==> src/rtl/firebird7_in_gate1_tessent_data_mux_pkg.sv <==
// Shared types for the guarded functional/ijtag data mux: per-channel FSM state
// and the guard-counter width helper.
package firebird7_in_gate1_tessent_data_mux_pkg;

    typedef enum logic [1:0] {
        ST_FUNC          = 2'd0,
        ST_HOLD_TO_IJTAG = 2'd1,
        ST_IJTAG         = 2'd2,
        ST_HOLD_TO_FUNC  = 2'd3
    } mux_state_e;

    // Counter counts GUARD_CYCLES-1 down to 0; keep at least one bit so GUARD_CYCLES=0 still elaborates.
    function automatic int guard_cnt_w(input int guard_cycles);
        int w;
        w = $clog2(guard_cycles + 1);
        return (w < 1) ? 1 : w;
    endfunction

endpackage

==> src/rtl/firebird7_in_gate1_tessent_data_mux_guarded_chan.sv <==
// One channel of the guarded mux: handover FSM, guard counter, output register and,
// with TESSENT_DATA_MUX_SELECT_SYNC_EN defined, a 2-flop select synchronizer.
module firebird7_in_gate1_tessent_data_mux_guarded_chan
    import firebird7_in_gate1_tessent_data_mux_pkg::*;
#(
    parameter int WIDTH        = 3,
    parameter int GUARD_CYCLES = 2
) (
    input  logic             clk_i,
    input  logic             rst_i,
    input  logic             sel_i,
    input  logic [WIDTH-1:0] func_i,
    input  logic [WIDTH-1:0] ijtag_i,
    output logic [WIDTH-1:0] data_o,
    output logic             active_o
);

    localparam int            CW        = guard_cnt_w(GUARD_CYCLES);
    localparam bit            HAS_GUARD = (GUARD_CYCLES > 0);
    localparam logic [CW-1:0] CNT_LOAD  = HAS_GUARD ? CW'(GUARD_CYCLES - 1) : '0;

    logic sel_eff;

`ifdef TESSENT_DATA_MUX_SELECT_SYNC_EN
    logic [1:0] sync_q;

    always_ff @(posedge clk_i) begin
        if (rst_i) begin
            sync_q <= '0;
        end else begin
            sync_q <= {sync_q[0], sel_i};
        end
    end

    assign sel_eff = sync_q[1];
`else
    assign sel_eff = sel_i;
`endif

    mux_state_e      state_q;
    logic [CW-1:0]   cnt_q;
    logic [WIDTH-1:0] data_q;
    logic            active_q;

    // active_q is registered alongside data_q so it flags exactly the cycles whose data came from ijtag.
    always_ff @(posedge clk_i) begin
        if (rst_i) begin
            state_q  <= ST_FUNC;
            cnt_q    <= '0;
            data_q   <= '0;
            active_q <= 1'b0;
        end else begin
            active_q <= (state_q == ST_IJTAG);
            case (state_q)
                ST_FUNC: begin
                    data_q <= func_i;
                    if (sel_eff) begin
                        if (HAS_GUARD) begin
                            state_q <= ST_HOLD_TO_IJTAG;
                            cnt_q   <= CNT_LOAD;
                        end else begin
                            state_q <= ST_IJTAG;
                        end
                    end
                end
                // Abort is checked before counter expiry so a dropped select always wins.
                ST_HOLD_TO_IJTAG: begin
                    if (!sel_eff) begin
                        state_q <= ST_FUNC;
                        cnt_q   <= '0;
                    end else if (cnt_q == '0) begin
                        state_q <= ST_IJTAG;
                    end else begin
                        cnt_q <= cnt_q - 1'b1;
                    end
                end
                ST_IJTAG: begin
                    data_q <= ijtag_i;
                    if (!sel_eff) begin
                        if (HAS_GUARD) begin
                            state_q <= ST_HOLD_TO_FUNC;
                            cnt_q   <= CNT_LOAD;
                        end else begin
                            state_q <= ST_FUNC;
                        end
                    end
                end
                ST_HOLD_TO_FUNC: begin
                    if (sel_eff) begin
                        state_q <= ST_IJTAG;
                        cnt_q   <= '0;
                    end else if (cnt_q == '0) begin
                        state_q <= ST_FUNC;
                    end else begin
                        cnt_q <= cnt_q - 1'b1;
                    end
                end
                default: begin
                    state_q <= ST_FUNC;
                    cnt_q   <= '0;
                end
            endcase
        end
    end

    assign data_o   = data_q;
    assign active_o = active_q;

endmodule

==> src/rtl/firebird7_in_gate1_tessent_data_mux_guarded.sv <==
// Guarded functional/ijtag data mux, CHANNELS independent channels of WIDTH bits.
// Define TESSENT_DATA_MUX_SELECT_SYNC_EN to add a 2-flop synchronizer on each select.
module firebird7_in_gate1_tessent_data_mux_guarded
    import firebird7_in_gate1_tessent_data_mux_pkg::*;
#(
    parameter int WIDTH        = 3,
    parameter int CHANNELS     = 1,
    parameter int GUARD_CYCLES = 2
) (
    input  logic                      ijtag_tck,
    input  logic                      ijtag_reset,
    input  logic [CHANNELS-1:0]       ijtag_select,
    input  logic [CHANNELS*WIDTH-1:0] functional_data_in,
    input  logic [CHANNELS*WIDTH-1:0] ijtag_data_in,
    output logic [CHANNELS*WIDTH-1:0] data_out,
    output logic [CHANNELS-1:0]       ijtag_active
);

    for (genvar c = 0; c < CHANNELS; c++) begin : g_chan
        firebird7_in_gate1_tessent_data_mux_guarded_chan #(
            .WIDTH        (WIDTH),
            .GUARD_CYCLES (GUARD_CYCLES)
        ) u_chan (
            .clk_i    (ijtag_tck),
            .rst_i    (ijtag_reset),
            .sel_i    (ijtag_select[c]),
            .func_i   (functional_data_in[c*WIDTH +: WIDTH]),
            .ijtag_i  (ijtag_data_in[c*WIDTH +: WIDTH]),
            .data_o   (data_out[c*WIDTH +: WIDTH]),
            .active_o (ijtag_active[c])
        );
    end

endmodule

==> config.mk <==
export PLATFORM = sky130hd
export DESIGN_NAME = firebird7_in_gate1_tessent_data_mux_guarded
export DESIGN_NICKNAME = d
export VERILOG_FILES = /design/src/rtl/firebird7_in_gate1_tessent_data_mux_pkg.sv /design/src/rtl/firebird7_in_gate1_tessent_data_mux_guarded_chan.sv /design/src/rtl/firebird7_in_gate1_tessent_data_mux_guarded.sv
export SDC_FILE = /design/constraint.sdc
export NUM_CORES = 1
export LEC_CHECK = 0
export CELL_PAD_IN_SITES_DETAIL_PLACEMENT = 0
export CELL_PAD_IN_SITES_GLOBAL_PLACEMENT = 1
export CORE_AREA = 2 2 39 41
export DETAILED_ROUTE_END_ITERATION = 6
export DIE_AREA = 0 0 41 43
export GPL_TIMING_DRIVEN = 0
export PLACE_DENSITY = 0.69
export SYNTH_ARGS = -nofsm -noshare
export SYNTH_HDL_FRONTEND = slang
export SYNTH_SLANG_ARGS = --single-unit
==> constraint.sdc <==
create_clock -name ijtag_tck -period 1.93 [get_ports ijtag_tck]
set_input_delay 0.386 -clock ijtag_tck [delete_from_list [all_inputs] [get_ports ijtag_tck]]
set_output_delay 0.386 -clock ijtag_tck [all_outputs]
set_load 0.02 [all_outputs]
==> metrics <==
Die W 41 um; FF+latch count, synth 8; Critical Path Fanout Max 2; number of global-route vias before repair 324; Critical Path RT approximately 1.5 ns; Startpoint Class register; Area growth syn-to-layout 41.2%; DRC viols 0; core box area 0.00138 sq mm; All-Layer GR Usage 0.119; CTS tree built; Die H 43 um; post-synth cell types 15; Yosys warnings 0; Slew @ Worst Pin 0.277 ns; Min-Delay Path Depth 2; worst-path cell chain clkdlybuf4s50_1; # diodes 0; Power Density 758 mW/mm^2; Port Buffers 11; max_slew headroom 0.815; Critical Path AT 1.19 ns; HP Class in2reg; delay-heaviest family, CP buffers and inverters; initial cell density of the core 0.268; total power draw 0.396 mW; Slowest cell on crit path clkdlybuf4s50_1; fmax 633 MHz; initial antenna violation count 0; Worst-Skew Late Latency 0.25 ns; hold buffer count at cts 0; maximum capacitance violations 0; cts bufs inserted 3; clock tree buffer depth 2; clock slew at reported path FFs ~0.050 ns; Bufs and invs on worst path 1; initial detailed-routing violation count 2; Routed WL per cell 12.5 um; largest net degree at the start of global routing 11; post-cts resize count 0; Synth Area per Inst roughly 11 sq um; clk_skew 0.00514 ns; Tmin final 1.58 ns; GRT overflow 0; count of pins over their slew limit 0; min-delay src ijtag_reset; Reg2Reg Depth 2; Setup-failing EPs final 0; hold_ws 0.334 ns; H-tree levels 1; CP endpoint kind output port; post-synthesis sequential area ratio 0.432; kind of critical path reg2out; max incr delay on CP approximately 0.61 ns; reg2reg start g_chan[0].u_chan.state_q[0]; Layout Utilization 0.378; RSZ-0062 raised after global routing no; fin crit share 0.818; share of layout cells above drive strength 1 0.170; TritonCTS Sinks 8; first-pass GRT wire length approximately 1400 um; Initial DRT Pass Iterations 3; postcts setup bufs 0; Post-Synthesis Cells 33; final hold vios 0; full die area 0.00176 sq mm; Post-DRT Antenna Nets 0; setup TNS 0 ns; Routed WL 785 um; Hold Path End g_chan[0].u_chan.cnt_q[0]; root buf cell clkbuf_4; post-synth net total 42; VDD IR max approximately 320 uV; Rows 14; post-DP HPWL 604 um; IO Count 13; status completed; LEAKAGE between 0.15 and 0.2 nW; reg-to-reg slack, setup 0.92 ns; # nets final 58; # fillers 142; Mapped Area 370 sq um; vias per cell 4.67; Placer Congestion 0.633; routed vias 294
-- layout make-up --
| cell class | instances | area, sq um | area share |
|---|---|---|---|
| buffer | 2 | 18.8 | 0.0359 |
| clock buffer | 3 | 22.5 | 0.0431 |
| inverter | 2 | 7.51 | 0.0144 |
| multi-input combinational | 21 | 184 | 0.352 |
| sequential | 8 | 160 | 0.306 |
| tap | 16 | 20.0 | 0.0383 |
| timing repair buffer | 11 | 110 | 0.211 |
-- metrics by stage --
stage / worst slack [ns] / cell area (sq um) / std cells
2_1_floorplan: 0.919 / 370 / 33
4_1_cts: 0.339 / 523 / 63
5_1_grt: 0.298 / 523 / 63
6_report: 0.351 / 523 / 63
3_3_place_gp: 0.583 / 500 / 60
3_5_place_dp: 0.545 / 500 / 60
-- cells in the mapped netlist --
| cell | n | share of area |
|---|---|---|
| nor3_1 | 1 | 0.014 |
| a221oi_2 | 1 | 0.041 |
| nor3b_2 | 1 | 0.034 |
| nor3b_1 | 1 | 0.020 |
| buf_6 | 1 | 0.030 |
| nand2b_1 | 3 | 0.051 |
| buf_4 | 1 | 0.020 |
| dfxtp_1 | 8 | 0.43 |
| mux2i_1 | 5 | 0.14 |
| xnor2_2 | 1 | 0.044 |
| nand4b_1 | 1 | 0.024 |
| or3b_1 | 1 | 0.024 |
| a211oi_1 | 3 | 0.061 |
| nor2b_1 | 3 | 0.051 |
| inv_1 | 2 | 0.020 |
-- cell families (layout without fill, tap and decap cells) --
logic type                count (synthesis)  after routing  synth area share
AOI/OAI and AO/OA                         4              4             0.101
and+or+nand+nor                          11             11             0.216
buffers and inverters                     4             18            0.0710
xor gates and xnor gates                  1              1            0.0439
DFF                                       8              8             0.432
muxes                                     5              5             0.135
-- worst max-delay path by stage --
stage                                     startpoint                         to  slack (ns)  cells after the start
after floorplan                          ijtag_reset  g_chan[0].u_chan.cnt_q[1]        0.92                      3
after global placement                  ijtag_select  g_chan[0].u_chan.cnt_q[1]        0.58                      3
after detailed placement                ijtag_select  g_chan[0].u_chan.cnt_q[1]        0.55                      3
after CTS                 g_chan[0].u_chan.data_o[0]                data_out[0]        0.34                      1
after global routing      g_chan[0].u_chan.data_o[0]                data_out[0]        0.30                      1
final                     g_chan[0].u_chan.data_o[0]                data_out[0]        0.35                      1
-- cell usage in the layout (no fill, tap or decap) --
| master | netlist | final |
|---|---|---|
| a211oi_1 | 3 | 3 |
| a221oi_2 | 1 | 1 |
| buf_4 | 1 | 1 |
| buf_6 | 1 | 1 |
| clkbuf_4 | 0 | 3 |
| clkdlybuf4s50_1 | 0 | 11 |
| dfxtp_1 | 8 | 8 |
| inv_1 | 2 | 2 |
| mux2i_1 | 5 | 5 |
| nand2b_1 | 3 | 3 |
| nand4b_1 | 1 | 1 |
| nor2b_1 | 3 | 3 |
| nor3_1 | 1 | 1 |
| nor3b_1 | 1 | 1 |
| nor3b_2 | 1 | 1 |
| or3b_1 | 1 | 1 |
| xnor2_2 | 1 | 1 |
-- layer usage --
layer / wire length (um) / global-route usage / part of all wire / vias up
met3: 51 / 0.0314 / 0.065 / 0
met5: 0 / 0 / 0 / -
li1: - / - / - / 145
met1: 294 / 0.130 / 0.37 / 138
met4: 0 / 0.0800 / 0 / 0
met2: 439 / 0.188 / 0.56 / 11
-- power breakdown --
part	internal, mW	leakage (nW)	switching, mW	total [mW]
clock network	0.0711	0.0138	0.0557	0.127
logic	0.0472	0.110	0.0333	0.0805
registers	0.178	0.0659	0.0111	0.189
No activity file was read; power rests on OpenSTA's default activity.
